$ cat config.mk
export PLATFORM = sky130hd
export DESIGN_NAME = atm_authorizer
export DESIGN_NICKNAME = d
export VERILOG_FILES = /design/src/rtl/atm_pkg.sv /design/src/rtl/atm_pin_check.sv /design/src/rtl/atm_authorizer.sv
export SDC_FILE = /design/constraint.sdc
export NUM_CORES = 1
export LEC_CHECK = 0
export ABC_CLOCK_PERIOD_IN_PS = 2800
export BUFFER_PORTS_ARGS = -buffer_cell sky130_fd_sc_hd__clkbuf_2
export CELL_PAD_IN_SITES_DETAIL_PLACEMENT = 0
export CELL_PAD_IN_SITES_GLOBAL_PLACEMENT = 1
export CORE_MARGIN = 3
export CORE_UTILIZATION = 41
export DETAILED_ROUTE_END_ITERATION = 8
export PLACE_DENSITY = 0.78
export SLEW_MARGIN = 20
export SYNTH_ARGS = -nofsm -noshare
export SYNTH_HDL_FRONTEND = slang
export SYNTH_SLANG_ARGS = --single-unit
export TNS_END_PERCENT = 20
$ cat constraint.sdc
create_clock -name clk -period 2.8 [get_ports clk]
set_clock_uncertainty 0.1 [all_clocks]
set_input_delay 0.56 -clock clk [delete_from_list [all_inputs] [get_ports clk]]
set_output_delay 0.56 -clock clk [all_outputs]
set_load 0.005 [all_outputs]
$ cat src/rtl/atm_pkg.sv
// Shared types for the ATM: authorizer state encoding, controller state, pulse bundle.
// The BCD validity helper is also used by the PIN checker.
package atm_pkg;

  localparam int PIN_W = 16;
  localparam int AMT_W = 16;
  localparam int TRY_W = 3;

  typedef enum logic [2:0] {
    IDLE      = 3'd0,
    WAIT_PIN  = 3'd1,
    WAIT_AMT  = 3'd2,
    WAIT_DISP = 3'd3,
    LOCKED    = 3'd4
  } auth_state_t;

  typedef enum logic [1:0] {
    CTRL_IDLE     = 2'd0,
    CTRL_AUTH     = 2'd1,
    CTRL_DISPENSE = 2'd2,
    CTRL_EJECT    = 2'd3
  } ctrl_state_t;

  typedef struct packed {
    logic pin_correct;
    logic pin_error;
    logic balance_ok;
    logic balance_err;
  } auth_pulses_t;

  function automatic logic bcd_valid(input logic [PIN_W-1:0] value);
    logic ok;
    ok = 1'b1;
    for (int i = 0; i < PIN_W / 4; i++) begin
      if (value[i*4 +: 4] > 4'd9) ok = 1'b0;
    end
    return ok;
  endfunction

endpackage

$ cat src/rtl/atm_pin_check.sv
// Combinational PIN check: entry must be valid BCD on every digit and equal the stored PIN.
module atm_pin_check
  import atm_pkg::*;
(
  input  logic [PIN_W-1:0] pin_in,
  input  logic [PIN_W-1:0] stored_pin,
  output logic             match
);

  always_comb begin
    match = bcd_valid(pin_in) && (pin_in == stored_pin);
  end

endmodule

$ cat src/rtl/atm_authorizer.sv
// ATM account authorizer: PIN verification with persistent lockout, withdrawal
// authorization against the balance, and debit once the cash has been dispensed.
module atm_authorizer
  import atm_pkg::*;
#(
  parameter logic [15:0] STORED_PIN   = 16'h1234,
  parameter logic [15:0] INIT_BALANCE = 16'd1000,
  parameter int          MAX_TRIES    = 3
) (
  input  logic             clk,
  input  logic             reset,
  input  logic             card_inserted,
  input  logic             pin_valid,
  input  logic [PIN_W-1:0] pin_in,
  input  logic             amt_valid,
  input  logic [AMT_W-1:0] amt_in,
  input  logic             dispense_ack,
  output logic             pin_correct,
  output logic             pin_error,
  output logic             balance_ok,
  output logic             balance_err,
  output logic             locked,
  output logic [AMT_W-1:0] balance
);

  localparam logic [TRY_W-1:0] MAX_TRIES_L = TRY_W'(MAX_TRIES);

  auth_state_t      state, state_next;
  logic [TRY_W-1:0] try_cnt, try_cnt_next, try_inc;
  logic [AMT_W-1:0] bal_q, bal_next;
  logic [AMT_W-1:0] amt_q, amt_next;
  auth_pulses_t     pulses_q, pulses_next;
  logic             pin_match;

  atm_pin_check u_pin_check (
    .pin_in     (pin_in),
    .stored_pin (STORED_PIN),
    .match      (pin_match)
  );

  always_ff @(posedge clk) begin
    if (reset) begin
      state    <= IDLE;
      try_cnt  <= '0;
      bal_q    <= INIT_BALANCE;
      amt_q    <= '0;
      pulses_q <= '0;
    end else begin
      state    <= state_next;
      try_cnt  <= try_cnt_next;
      bal_q    <= bal_next;
      amt_q    <= amt_next;
      pulses_q <= pulses_next;
    end
  end

  // Card removal beats any strobe in the active states; pulses are registered one cycle later.
  always_comb begin
    state_next   = state;
    try_cnt_next = try_cnt;
    bal_next     = bal_q;
    amt_next     = amt_q;
    pulses_next  = '0;
    try_inc      = try_cnt + TRY_W'(1);

    case (state)
      IDLE: begin
        if (card_inserted) state_next = WAIT_PIN;
      end

      WAIT_PIN: begin
        if (!card_inserted) begin
          state_next = IDLE;
        end else if (pin_valid) begin
          if (pin_match) begin
            pulses_next.pin_correct = 1'b1;
            try_cnt_next            = '0;
            state_next              = WAIT_AMT;
          end else begin
            pulses_next.pin_error = 1'b1;
            try_cnt_next          = try_inc;
            if (try_inc == MAX_TRIES_L) state_next = LOCKED;
          end
        end
      end

      WAIT_AMT: begin
        if (!card_inserted) begin
          state_next = IDLE;
        end else if (amt_valid) begin
          if ((amt_in != '0) && (amt_in <= bal_q)) begin
            amt_next               = amt_in;
            pulses_next.balance_ok = 1'b1;
            state_next             = WAIT_DISP;
          end else begin
            pulses_next.balance_err = 1'b1;
            state_next              = IDLE;
          end
        end
      end

      WAIT_DISP: begin
        if (!card_inserted) begin
          state_next = IDLE;
        end else if (dispense_ack) begin
          bal_next   = bal_q - amt_q;
          state_next = IDLE;
        end
      end

      LOCKED: begin
        state_next = LOCKED;
      end

      default: begin
        state_next = IDLE;
      end
    endcase
  end

  assign pin_correct = pulses_q.pin_correct;
  assign pin_error   = pulses_q.pin_error;
  assign balance_ok  = pulses_q.balance_ok;
  assign balance_err = pulses_q.balance_err;
  assign locked      = (state == LOCKED);
  assign balance     = bal_q;

endmodule

# Word level (Yosys, flattened, before mapping)
# Cells that the tools add are included.
[totals] regBits=42 word_cells=61
[classes] bitwise_logic=5 muxes=20 n_addsub=2 magnitude_cmp=5 reduce_logical=10 n_eq_ne=11
[op_table] op="3-bit two-way mux" count=10
[op_table] op="16-bit by 13-bit equality test with 1-bit output, second input constant" count=1
[op_table] op="4-bit greater-than comparator, second input constant" count=4
[op_table] op="16-bit <= comparator" count=1
[op_table] op="16-bit nonzero test" count=1
[op_table] op="16-bit subtractor" count=1
[op_table] op="3-bit one-hot mux with 5 select lines" count=1
[op_table] op="3-bit by 2-bit equality test with 1-bit output, second input constant" count=3
[op_table] op="3-bit inequality test, second input constant" count=3
[op_table] op="1-bit two-way mux" count=8
[op_table] op="4-bit OR reduction" count=2
[op_table] op="3-bit AND reduction" count=2
[op_table] op="1-bit inverter" count=5
[op_table] op="5-bit AND reduction" count=1
[op_table] op="4-bit inequality test, second input constant" count=1
[op_table] op="4-bit AND reduction" count=1
[op_table] op="3-bit by 1-bit adder with 3-bit output, second input constant" count=1
[op_table] op="3-bit by 1-bit equality test with 1-bit output, second input constant" count=1
[op_table] op="3-bit equality test, second input constant" count=1
[op_table] op="3-bit zero test" count=1
[op_table] op="1-bit logical AND" count=2
[op_table] op="2-bit two-way mux" count=1
[op_table] op="2-bit inequality test, second input constant" count=1

# Longest topological paths before layout
[logic_depth] word_depth=10 ltp_mapped=10 depth_no_buf=10

# Modules after synthesis
# Synthesis repeated with hierarchy kept, for this count alone.
[unflattened] cells_unflattened=403 hier_area_um2=3229.3
[modules_own_cells] module="atm_authorizer" seq_area_each_um2=840.8 n_inst=1 area_each_um2=2995.4 cells_per_inst=375
[modules_own_cells] module="atm_pin_check" seq_area_each_um2=0.0 n_inst=1 area_each_um2=234.0 cells_per_inst=28

# Worst setup path before layout
# OpenSTA, ideal clock, no wires.
[synth_timing] path_type="input -> register" from="input port amt_in[7]" to="register amt_q[10]" path_stages=9 setup_slack_ns=0.207 arrival_time_ns=2.367 setup_time_ns=0.125 cell_sequence="ha_1 -> a21oi_2 -> o21ai_1 -> nor4b_1 -> or4_4 -> a21oi_4 -> buf_12 -> mux2i_1 -> nor2_1"
[synth_via] elab_chain_len=3 elab_cells_between_ends=4
[synth_rtl] element="from (decl)" line_no="atm_authorizer.sv:16" text="input logic [AMT_W-1:0] amt_in,"
[synth_rtl] element="16-bit <= comparator / 16-bit nonzero test (equally long branches)" line_no="atm_authorizer.sv:91" text="if ((amt_in != '0) && (amt_in <= bal_q)) begin"
[synth_rtl] element="1-bit logical AND *" line_no="atm_authorizer.sv:91"
[synth_rtl] element="4-bit AND reduction (no line) *"
[synth_rtl] element="to (signal assigned)" line_no="atm_authorizer.sv:52" text="amt_q <= amt_next;"
[synth_rtl] element="to (decl)" line_no="atm_authorizer.sv:31" text="logic [AMT_W-1:0] amt_q, amt_next;"
# Every way passes the cells marked *; elsewhere a longest branch is shown, timed or not.
# A chain may end at the register's enable or synchronous reset.

# Final worst setup path
[layout_timing] from="register amt_q[1]" to="register bal_q[15] (netlist: balance[15])"
[layout_via] elab_chain_len=1
[layout_rtl] element="16-bit subtractor" line_no="atm_authorizer.sv:106" text="bal_next = bal_q - amt_q;"
[layout_rtl] element="to (signal assigned)" line_no="atm_authorizer.sv:51" text="bal_q <= bal_next;"
[layout_rtl] element="to (decl)" line_no="atm_authorizer.sv:30" text="logic [AMT_W-1:0] bal_q, bal_next;"
# Every way passes these cells.

==> results.py <==
metrics = {
    "run_status": {
        "status": "finished, final reports clean",
    },
    "yosys": {
        "ys_ff_latch": 42,
        "yosys_warnings": 0,
        "synth_top_area_cell": "dfxtp_1",
        "synthTopCellsByArea": "dfxtp_1 29%, ha_1 14%, mux2i_1 6.3%, nor2_1 5.1%, inv_1 5.0%",
        "avgSynthCellArea_um2": 8.11,
        "synth_edf_count": 0,
        "yosys.area_share.simple": 0.217,
        "yosys.area.top_type_share": 0.294,
        "syn_area_mm2": 0.00286,
        "yosys.area_share.adder": 0.151,
        "synthFlopType": "dfxtp_1",
        "synthMuxAreaShare": 0.0668,
        "synth-compound-area-share": 0.167,
        "synth_xor_area_frac": 0.0306,
        "synth_cell_types": 55,
        "synth_fp_nets": 425,
        "seq_area_frac_synth": 0.294,
        "synthCells": 353,
        "synth_top_family_by_area": "simple AND/OR/NAND/NOR gates",
        "synth-async-reset-ratio": 0,
    },
    "sta": {
        "layout_setup_ws_ns": 0.210,
        "fin_crit_ns": 2.59,
        "period_share": 0.925,
        "worst_pin_slew_ns": 0.565,
        "setup_viol_count_final": 0,
        "rsz0062_at_grt": "no",
        "slew_headroom": 0.621,
        "setup_tns_ns": 0,
        "finalMaxSlewViolations": 0,
        "fmax_mhz": 386,
        "hold_violations": 0,
    },
    "global_route": {
        "top_usage_layer": "met2",
        "use_met2": 0.308,
        "grt_pass1_vias": 2486,
        "use_met1": 0.245,
        "grt_remaining_overflow": 0,
        "grt_max_degree": 28,
        "antenna_found_initial": 0,
        "grt_usage": 0.184,
        "met3_usage": 0.0347,
        "grt_pass1_wl_um": 11400,
    },
    "cells_and_area": {
        "multi_input_area_mm2": 0.00181,
        "final_cell_mix": "58 x clkbuf_2, 42 x dfxtp_1, 39 x nor2_1",
        "layout.nets": 486,
        "drive_gt1_frac": 0.198,
        "insertedDiodeCount": 0,
        "syn_to_final_growth_pct": 18.2,
        "final_common_cell": "clkbuf_2",
        "fillers": 677,
        "seq_area_um2": 841,
        "final_cell_count_no_fill": 508,
    },
    "worst_setup_path": {
        "r2r-end": "balance[15]$_SDFFE_PP0P_",
        "cp-start-kind": "register",
        "crit_arrival_ns": 2.68,
        "reg2reg_depth": 9,
        "cp.required_ns": 2.89,
        "worst-setup-path-type": "reg -> reg",
        "critPathMaxFanout": 4,
        "crit_path_end_kind": "register",
        "reg2reg_from": "amt_q[1]$_SDFFE_PP0P_",
        "reg2reg_slack_ns": 0.21,
        "critPathLaunch": "amt_q[1]$_SDFFE_PP0P_",
    },
    "routing": {
        "wl_um": 7050,
        "wl_per_cell_um": 13.9,
        "drtIter0Drc": 83,
        "viasPerCell": 5.24,
        "dr.pass1.iters": 4,
        "antenna_left": 0,
        "drc_errors": 0,
        "via_count": 2663,
    },
    "clock_network": {
        "cts_num_sinks": 42,
        "cts_tree": "done",
        "cts_setup_buffers": 0,
        "hold_buffers": 0,
        "ctsResizeCount": 0,
        "root_buffer": "clkbuf_8",
        "cts-htree-levels": 2,
        "clk-insertion-delay-late_ns": 0.30,
        "cts_buffer_depth": 2,
        "cts_buffers": 5,
        "clkTransAtPathRegs_ns": 0.08,
    },
    "pwr": {
        "power_leakage_nw": 1.44,
        "power_w": 0.00121,
        "power_density_mw_per_mm2": 356,
        "vdd_drop_max_v": 0.000224,
    },
    "placed_design": {
        "hpwl_um": 5640,
        "io_buffers": 58,
        "gp_congestion": 0.808,
        "dp_slack_ns": 0.0854,
        "dp_cells": 500,
    },
    "min_path": {
        "hold_class": "reg -> reg",
        "min_to": "balance[12]$_SDFFE_PP0P_",
        "hp-start": "balance[12]$_SDFFE_PP0P_",
        "hold_path_depth": 2,
    },
    "floorplan": {
        "start_util": 0.436,
        "rows": 29,
        "die_w_um": 89.6,
        "io_pins": 59,
        "core_mm2": 0.00657,
        "die-area_mm2": 0.00802,
        "fp.dieH_um": 89.6,
    },
    "flow_run": {
        "cap_violations": 0,
    },
}
[area by class of cell]
| cell class | count | share of cell area |
|---|---|---|
| flip-flops and latches | 42 | 0.248 |
| clock buffers | 5 | 0.0203 |
| clock inverters | 3 | 0.0118 |
| inverters | 39 | 0.0433 |
| multi-input cells | 262 | 0.535 |
| repair buffers | 64 | 0.106 |
| well taps | 93 | 0.0344 |
[critical path, stage by stage (launching register included)]
cell       delay, ns
dfxtp_1         0.40
inv_1           0.06
ha_1            0.26
nor2b_1         0.19
o2111ai_1       0.16
a31o_2          0.31
o22ai_1         0.33
mux2i_1         0.13
a21oi_1         0.18
mux2_2          0.35
[cell usage after synthesis (4+ instances only)]
cell type   n
inv_1      38
o21ai_0    13
o31ai_1     4
nor2_1     39
mux2i_1    18
o211ai_1    8
nand2_1    29
nand3_1    11
ha_1       33
nor3_1      9
clkbuf_1    6
nor2b_1     5
nor4_1      6
a21oi_1    22
dfxtp_1    42
nand4_1     8
xnor2_1     7
[cell families (layout without fill, tap and decap cells)]
logic type               count (synthesis)  count (layout)
flip-flops                              42              42
AO/OA/AOI/OAI                           73              73
multiplexers                            19              19
AND/OR/NAND/NOR                        126             126
adder cells (fa/ha/maj)                 34              34
XOR/XNOR                                10              10
buffers and inverters                   49             111
[sequential cells by signal, summed over array words and instances (netlist names)]
register,count
amt_q,16
balance,16
state,3
try_cnt,3
balance_err,1
balance_ok,1
pin_correct,1
pin_error,1
[per-layer routing]
layer | up-vias | routed length (um)
li1 | 1375 | -
met1 | 1221 | 3420
met5 | - | 0
met3 | 5 | 338
met4 | 0 | 48
met2 | 62 | 3240
[power by group]
part | internal [W] | switching, W
logic | 0.0000470 | 0.0000659
clock network | 0.000263 | 0.000221
registers | 0.000601 | 0.00000892
total | 0.000911 | 0.000295
[stage by stage]
stage           util  hold WS, ns  instance area, um2
2_1_floorplan      -        0.360                2860
4_1_cts        0.515        0.405                3380
3_5_place_dp   0.499        0.386                3280
5_1_grt        0.515        0.415                3380
3_3_place_gp   0.499        0.376                3280
6_report       0.515        0.399                3380
[how the worst max path moves through the flow]
stage | slack, ns | endpoint | depth (start not counted)
6_report | 0.21 | balance[15]$_SDFFE_PP0P_ | 9
5_1_grt | 0.01 | balance[12]$_SDFFE_PP0P_ | 10
4_1_cts | 0.17 | balance[15]$_SDFFE_PP0P_ | 9
3_5_place_dp | 0.09 | amt_q[8]$_SDFFE_PP0P_ | 10
3_3_place_gp | 0.12 | amt_q[15]$_SDFFE_PP0P_ | 10
2_1_floorplan | 0.21 | amt_q[10]$_SDFFE_PP0P_ | 9
No activity file was read; power rests on OpenSTA's default activity.
